## src/rtl/bcp_feeder.sv

```systemverilog
// Clause-sweep feeder for a BCP processing element: holds the clause store, walks it once
// per decision literal, writes back pruned clauses and queues implied literals in a FIFO.
module bcp_feeder #(
   parameter int CLA_LENGTH    = 3,
   parameter int LIT_INDEX_MAX = 15,
   parameter int NUM_CLA       = 4,
   parameter int IMP_DEPTH     = 4,
   localparam int LW = $clog2(LIT_INDEX_MAX) + 1,
   localparam int CW = CLA_LENGTH * LW,
   localparam int IW = $clog2(NUM_CLA)
) (
   input  logic                 clock,
   input  logic                 reset,
   input  logic                 cla_wr_en,
   input  logic [IW-1:0]        cla_wr_idx,
   input  logic [CW-1:0]        cla_wr_data,
   input  logic                 dec_valid,
   input  logic signed [LW-1:0] dec_lit,
   output logic                 dec_ready,
   output logic signed [LW-1:0] pe_litDec,
   output logic [CW-1:0]        pe_clause,
   input  logic                 pe_imply,
   input  logic signed [LW-1:0] pe_imply_idx,
   input  logic [CW-1:0]        pe_pr_clause,
   input  logic                 pe_done,
   input  logic                 pe_conflict,
   output logic                 imp_valid,
   output logic signed [LW-1:0] imp_lit,
   input  logic                 imp_ready,
   output logic                 busy,
   output logic                 conflict,
   output logic                 sweep_done,
   output logic [IW-1:0]        conflict_idx,
   input  logic                 conflict_clr
);

   localparam int PW   = (IMP_DEPTH > 1) ? $clog2(IMP_DEPTH) : 1;
   localparam int CNTW = $clog2(IMP_DEPTH + 1);
   localparam logic [IW-1:0]   LAST_IDX = IW'(NUM_CLA - 1);
   localparam logic [PW-1:0]   LAST_PTR = PW'(IMP_DEPTH - 1);
   localparam logic [CNTW-1:0] FULL_CNT = CNTW'(IMP_DEPTH);

   typedef enum logic [1:0] {IDLE, SWEEP, DRAIN, CONFLICT} state_t;

   state_t state, state_d;

   logic [CW-1:0]        store [NUM_CLA];
   logic [NUM_CLA-1:0]   sat;
   logic [IW-1:0]        idx;
   logic signed [LW-1:0] lit_q;

   logic signed [LW-1:0] fifo_mem [IMP_DEPTH];
   logic [PW-1:0]        rd_ptr, wr_ptr;
   logic [CNTW-1:0]      count;

   logic load_en, latch_dec, advance, writeback, set_sat, push, pop;
   logic take_conflict, flush, done_d, fifo_full, stall;

   function automatic logic [PW-1:0] ptr_next(input logic [PW-1:0] p);
      return (p == LAST_PTR) ? '0 : p + 1'b1;
   endfunction

   assign imp_valid = (count != '0);
   assign imp_lit   = fifo_mem[rd_ptr];
   assign pop       = imp_valid && imp_ready;
   assign fifo_full = (count == FULL_CNT);
   // A full FIFO only blocks an implying clause if nothing leaves the FIFO this cycle.
   assign stall     = pe_imply && fifo_full && !pop;

   always_comb begin
      // NOTE: every output of this block is defaulted first so no path can infer a latch.
      state_d       = state;
      load_en       = 1'b0;
      latch_dec     = 1'b0;
      advance       = 1'b0;
      writeback     = 1'b0;
      set_sat       = 1'b0;
      push          = 1'b0;
      take_conflict = 1'b0;
      flush         = 1'b0;
      done_d        = 1'b0;
      dec_ready     = 1'b0;
      busy          = 1'b1;
      conflict      = 1'b0;
      pe_litDec     = '0;
      pe_clause     = '0;
      case (state)
         IDLE: begin
            dec_ready = 1'b1;
            busy      = 1'b0;
            load_en   = cla_wr_en;
            if (dec_valid) begin
               if (dec_lit != '0) begin
                  latch_dec = 1'b1;
                  state_d   = SWEEP;
               end else begin
                  done_d = 1'b1;
               end
            end
         end
         SWEEP: begin
            pe_litDec = lit_q;
            pe_clause = store[idx];
            if (sat[idx]) begin
               advance = 1'b1;
            end else if (pe_conflict) begin
               take_conflict = 1'b1;
               state_d       = CONFLICT;
            end else if (!stall) begin
               writeback = 1'b1;
               set_sat   = pe_done;
               push      = pe_imply;
               advance   = 1'b1;
            end
            if (advance && (idx == LAST_IDX)) state_d = DRAIN;
         end
         DRAIN: begin
            if (count == '0) begin
               state_d = IDLE;
               done_d  = 1'b1;
            end
         end
         CONFLICT: begin
            conflict = 1'b1;
            if (conflict_clr) begin
               flush   = 1'b1;
               state_d = IDLE;
            end
         end
         default: state_d = IDLE;
      endcase
   end

   // NOTE: sequential state is written with non-blocking assignments only.
   always_ff @(posedge clock or posedge reset) begin
      if (reset) state <= IDLE;
      else       state <= state_d;
   end

   always_ff @(posedge clock or posedge reset) begin
      if (reset) begin
         for (int i = 0; i < NUM_CLA; i++) store[i] <= '0;
         sat          <= '0;
         idx          <= '0;
         lit_q        <= '0;
         conflict_idx <= '0;
         sweep_done   <= 1'b0;
      end else begin
         sweep_done <= done_d;
         if (latch_dec) begin
            lit_q <= dec_lit;
            idx   <= '0;
         end
         if (load_en) begin
            store[cla_wr_idx] <= cla_wr_data;
            sat[cla_wr_idx]   <= 1'b0;
         end
         if (writeback)     store[idx]   <= pe_pr_clause;
         if (set_sat)       sat[idx]     <= 1'b1;
         if (take_conflict) conflict_idx <= idx;
         if (advance && (idx != LAST_IDX)) idx <= idx + 1'b1;
      end
   end

   always_ff @(posedge clock or posedge reset) begin
      if (reset) begin
         rd_ptr <= '0;
         wr_ptr <= '0;
         count  <= '0;
      end else if (flush) begin
         rd_ptr <= '0;
         wr_ptr <= '0;
         count  <= '0;
      end else begin
         if (push) wr_ptr <= ptr_next(wr_ptr);
         if (pop)  rd_ptr <= ptr_next(rd_ptr);
         case ({push, pop})
            2'b10:   count <= count + 1'b1;
            2'b01:   count <= count - 1'b1;
            default: count <= count;
         endcase
      end
   end

   // NOTE: FIFO storage carries no reset; occupancy is tracked by count, so stale slots are never visible as valid.
   always_ff @(posedge clock) begin
      if (push) fifo_mem[wr_ptr] <= pe_imply_idx;
   end

endmodule

```

## config.mk

```make
export PLATFORM = sky130hd
export DESIGN_NAME = bcp_feeder
export DESIGN_NICKNAME = d
export VERILOG_FILES = /design/src/rtl/bcp_feeder.sv
export SDC_FILE = /design/constraint.sdc
export NUM_CORES = 1
export LEC_CHECK = 0
export BUFFER_PORTS_ARGS = -buffer_cell sky130_fd_sc_hd__buf_2
export CAP_MARGIN = 20
export CORE_MARGIN = 1.5
export CORE_UTILIZATION = 45
export CTS_BUF_LIST = sky130_fd_sc_hd__clkbuf_16
export CTS_CLUSTER_DIAMETER = 80
export DETAILED_ROUTE_END_ITERATION = 8
export PLACE_DENSITY_LB_ADDON = 0.2
export SLEW_MARGIN = 20
export SYNTH_ARGS = -nofsm -noshare
export SYNTH_HDL_FRONTEND = slang
export SYNTH_SLANG_ARGS = --single-unit
```

## constraint.sdc

```tcl
create_clock -name clock -period 2.9 [get_ports clock]
set_input_delay 0.29 -clock clock [delete_from_list [all_inputs] [get_ports clock]]
set_output_delay 0.29 -clock clock [all_outputs]
set_load 0.005 [all_outputs]
```

* Word level (Yosys, flattened, before mapping) *
Memory sizes are Yosys's and may differ from the RTL's.
Cells that the tools add are included.

word-level totals
  flip-flop bits (word level) = 83
  bits in writable memories = 20
  input port bits = 51
  output and inout port bits = 32
  word-level logic and storage cells = 139
  memories kept = 1

memory list
  name      depth  bits a word  read ports  clocked after memory_dff  wr ports  RTL line  text
  fifo_mem  4      5            1           0                         1         52        logic signed [LW-1:0] fifo_mem [IMP_DEPTH];

cells by class
  add/subtract/negate cells = 5
  magnitude comparators = 8
  eq/ne operators = 16
  multiplexer cells = 72
  bitwise operators = 5
  reductions and logical operators = 19

operator list
  cell                                                                  number
  60-bit bitwise mux                                                    2
  60-bit 2-to-1 mux                                                     2
  15-bit 2-to-1 mux                                                     5
  15-bit demux with 2-bit select                                        2
  1-bit 2-to-1 mux                                                      35
  15-bit binary-select mux with 2-bit select                            1
  2-bit 2-to-1 mux                                                      15
  2-bit equality test, second input constant                            6
  2-bit inequality test, second input constant                          5
  1-bit logical AND                                                     9
  4-bit 2-to-1 mux                                                      2
  2-bit case mux with 4 select lines                                    1
  2-bit by 1-bit adder with 2-bit output, second input constant         3
  3-bit >= comparator, second input constant                            2
  2-bit by 3-bit < comparator with 1-bit output, second input constant  2
  3-bit by 1-bit < comparator with 1-bit output, second input constant  2
  3-bit inequality test, second input constant                          2
  2-bit inverter with 3-bit output                                      2
  3-bit case mux with 2 select lines                                    1
  6-bit AND reduction                                                   1
  2-bit nonzero test                                                    3
  3-bit nonzero test                                                    2
  5-bit 2-to-1 mux                                                      1
  5-bit nonzero test                                                    1
  other kinds (15)                                                      18

* Longest topological paths before layout *
  depth in word-level cells = 11
  depth in mapped cells = 10
  gate-level depth less buffers = 8

* Least setup slack after synthesis *
No wires, ideal clock.

  path type = register to register
  from = register idx[0]
  to = register count[2]
  library setup time = 0.119 ns
  arrival time = 2.410 ns
  required time = 2.781 ns
  path slack = 0.371 ns
  stages on the path, launching flop included = 11
  buffers on the path = 2
  period minus slack after synthesis = 2.529 ns
  cell sequence = dfrtp_1 > buf_4 > mux2i_1 > a22o_1 > and2_0 > clkbuf_1 > nor2_1 > fa_1 > a211o_1 > and3_1 > o21a_1

on the way
  word-level cells in the longest chain between the ends = 7
  elaborated cells between the ends (all ways) = 9

RTL lines
  element                                                                                RTL line  text
  start, declared                                                                        49        logic [IW-1:0] idx;
  start signal, assigned                                                                 161       if (advance && (idx != LAST_IDX)) idx <= idx + 1'b1;
  1-bit binary-select mux with 2-bit select *                                            104       if (sat[idx]) begin
  1-bit 2-to-1 mux (implied by the code) *                                               104
  1-bit 2-to-1 mux *                                                                     104
  1-bit 2-to-1 mux *                                                                     87        case (state)
  2-bit by 1-bit equality test with 1-bit output or 2-bit equality test (tied branches)  177       case ({push, pop})
  3-bit case mux with 2 select lines                                                     177
  3-bit 2-to-1 mux                                                                       170       end else if (flush) begin
  end signal, assigned                                                                   178       2'b10: count <= count + 1'b1;
  end signal, assigned                                                                   179       2'b01: count <= count - 1'b1;
  end signal, assigned                                                                   180       default: count <= count;
  end, declared                                                                          54        logic [CNTW-1:0] count;

Mark *: on every way between the ends. The rest lies on a longest branch, timed or not. The select of a mux whose other input is x is not followed.
A chain may end at the register's enable or synchronous reset.

* Final worst setup path *
  from = register count[1]
  to = register count[2]

on the way
  word-level cells in the longest chain between the ends = 11
  elaborated cells between the ends (all ways) = 17

RTL lines
  element                                                                                RTL line  text
  3-bit nonzero test                                                                     63        assign imp_valid = (count != '0);
  1-bit logical AND                                                                      65        assign pop = imp_valid && imp_ready;
  1-bit logical NOT                                                                      68        assign stall = pe_imply && fifo_full && !pop;
  1-bit logical AND                                                                      68
  1-bit 2-to-1 mux                                                                       109       end else if (!stall) begin
  1-bit 2-to-1 mux                                                                       106       end else if (pe_conflict) begin
  1-bit 2-to-1 mux                                                                       104
  1-bit 2-to-1 mux                                                                       87
  2-bit by 1-bit equality test with 1-bit output or 2-bit equality test (tied branches)  177
  3-bit case mux with 2 select lines                                                     177
  3-bit 2-to-1 mux                                                                       170

Several ways; a longest one is shown, not always the timed one.

==> out/metrics.cfg <==
[synthesis]
synth-edff-count=20
postSynthNetCount=528
synthFlopType=dfrtp_1
ys_warn_count=0
seq_area_frac_synth=0.4980
syn_area_sq_um=5376
ys_async_sr_fraction=0.8058
syn_avg_cell_area_sq_um=11.51
netlist_instances=467
synth_cell_types=47
ys_seq_elements=103

[route]
drc=0
via_per_inst=5.527
drt-initial-drc-count=248
drtPass1Iterations=7
detail-route-antenna-nets=0
vias=3836
wire_per_inst_um=17.67
drt-total-wl_um=12270

[critical_path]
arrival_ns=2.66
startpoint_type=register
cp_max_fo=9
cp.required_ns=3.15
path_class=register to register
reg2reg_slack_ns=0.49
worstSetupEndpointType=register

[clock_tree]
cts_hold_repair.buffers=0
cts_resized=0
htreeDepth=3
cts.sinks=103
cts_tree=done
clock_latency_ns=0.35
clockBufferDepth=2
clkTransAtPathRegs_ns=0.08
post-cts-setup-buffers=0
clock-root-buffer=clkbuf_16
cts-buffers-inserted=9

[cells_and_area]
layout-drive-gt1-share=0.2868
register_area_sq_um=2678
layout.nets=607
antennaDiodeCount=0
layout_common_cells=dfrtp_1, buf_2, nor2_1
final_common_cell=dfrtp_1
multi_input_comb_area_sq_um=2505
fillers=1030
fin_cells=694
areaGrowthSynthToFinish_pct=16.41

[power]
leakagePower_nw=2.879
irDropWorstVdd_v=0.0004614
internal_power_w=0.004121
power.density_nw_per_um2=991.6
combPwrFrac=0.392
swShare=0.3360
seq_power_share=0.395
clkPwrFrac=0.213
p_switching_w=0.002085

[sta]
slew-limit-headroom=0.5467
setup_tns_ns=0
fin_ws_ns=0.4894
clock_skew_ns=0.008738
finalSetupViolations=0
min_period_ns=2.411
tightest_slew_ns=0.6791
clock.fmax_ghz=0.4148
slew_violations=0
final-hold-violation-count=0
period_share=0.8312
grt_setup_unrepaired=false

[global_route]
track_usage=0.2103
grt_pass1_wl_um=20460
grt_max_degree=49
grt_pass1_vias=3904
grt_overflow=0
antenna_found_initial=0

[floorplan]
initial_core_util=0.4669
core_sq_um=11520
chipWidth_um=112.3
io_pins=83
dieArea_sq_um=12610
rows=39
die_h_um=112.3

[placement]
port_buffers=82
pre_cts_slack_ns=0.5136
place_hpwl_um=8216
placedCellCount=678
routabilityCongestion=0.7664

[status]
status=complete, no violations

[worst_hold_path]
hold_path.class=primary input to asynchronous set/reset pin

[job]
maxCapViolations=0

==> power by group through the flow <==
| stage | sequential (W) | combinational, W | clock (W) |
|---|---|---|---|
| global route | 0.00253 | 0.00272 | 0.00141 |
| detailed placement | 0.00248 | 0.00245 | 0 |
| CTS | 0.00245 | 0.00246 | 0.00135 |
| global placement | 0.00244 | 0.00238 | 0 |
| finish | 0.00245 | 0.00243 | 0.00132 |
| floorplan | 0.00232 | 0.00187 | 0 |
==> sequential cells by signal (all words and copies together), names as in the netlist <==
| register | cells |
|---|---|
| rd_ptr | 2 |
| lit_q | 5 |
| conflict_idx | 2 |
| fifo_mem | 20 |
| count | 3 |
| store | 60 |
| sat | 4 |
| sweep_done | 1 |
| state | 2 |
| wr_ptr | 2 |
| idx | 2 |
==> routing by layer <==
metal  GRT usage  wire length, um  vias up
met3     0.03780              501       14
met2      0.3382             5949       77
met5           0                0        -
met4     0.07342              175        0
met1      0.2904             5639     1909
li1            -                -     1836
==> area by class of cell <==
| type | instances | share of cell area |
|---|---|---|
| tap | 143 | 0.02859 |
| inverter | 10 | 0.006198 |
| clock inverter | 7 | 0.01559 |
| multi-input combinational | 325 | 0.4002 |
| timing repair buffer | 97 | 0.08557 |
| clock buffer | 9 | 0.03599 |
| sequential | 103 | 0.4278 |
==> synth_stat cells, types with 4 or more instances <==
master    instances  share of area
dfrtp_1          83           0.39
nor2_1           71          0.050
mux2i_1          63           0.12
a21oi_1          59          0.055
and2_1           21          0.024
edfxtp_1         20           0.11
mux4_2           20          0.084
buf_2            13          0.012
nand3_1          13          0.012
clkbuf_1         10         0.0070
inv_1            10         0.0070
a21oi_2           9          0.015
ha_1              9          0.021
nand2_1           9         0.0063
o21ai_0           8         0.0074
mux2_2            6          0.013
and3_1            5         0.0058
nand4_1           4         0.0047
==> cell families after synthesis <==
family	after synthesis	synth area share
AND/OR/NAND/NOR	141	0.1322
flip-flops	103	0.4980
multiplexers	89	0.2136
AO/OA/AOI/OAI	84	0.08983
buffers and inverters	39	0.03723
adder cells (fa/ha/maj)	10	0.02467
XOR/XNOR	1	0.004421
==> final timing paths <==
kind,from,endpoint,depth (start not counted)
max,count[1]$_DFFE_PP0P_,count[2]$_DFFE_PP0P_,7
min,reset,rd_ptr[0]$_DFFE_PP0P_,2
max reg2reg,count[1]$_DFFE_PP0P_,count[2]$_DFFE_PP0P_,7
min reg2reg,conflict_idx[1]$_DFFE_PP0P_,conflict_idx[1]$_DFFE_PP0P_,2
max in group asynchronous,reset,store[14]$_DFF_PP0_,3
min in group clock,pe_imply_idx[4],fifo_mem[3][4]$_DFFE_PP_,1
==> metrics by stage <==
step | hold WS [ns] | power, W | utilization | instance area, sq um
after floorplan | 0.3889 | 0.004193 | - | 5376
after global placement | 0.4160 | 0.004820 | 0.5154 | 5936
after detailed placement | 0.4246 | 0.004926 | 0.5154 | 5936
after CTS | 0.03926 | 0.006266 | 0.5435 | 6259
after global routing | 0.06280 | 0.006663 | 0.5435 | 6259
final | 0.01472 | 0.006206 | 0.5435 | 6259
==> critical path, stage by stage, from the launching register on <==
cell     delay (ns)
dfrtp_1        0.44
or3_1          0.48
nand2_1        0.29
nor2_1         0.11
fa_1           0.39
a211o_1        0.25
and3_1         0.18
o21a_1         0.18
No activity file was read; power rests on OpenSTA's default activity.
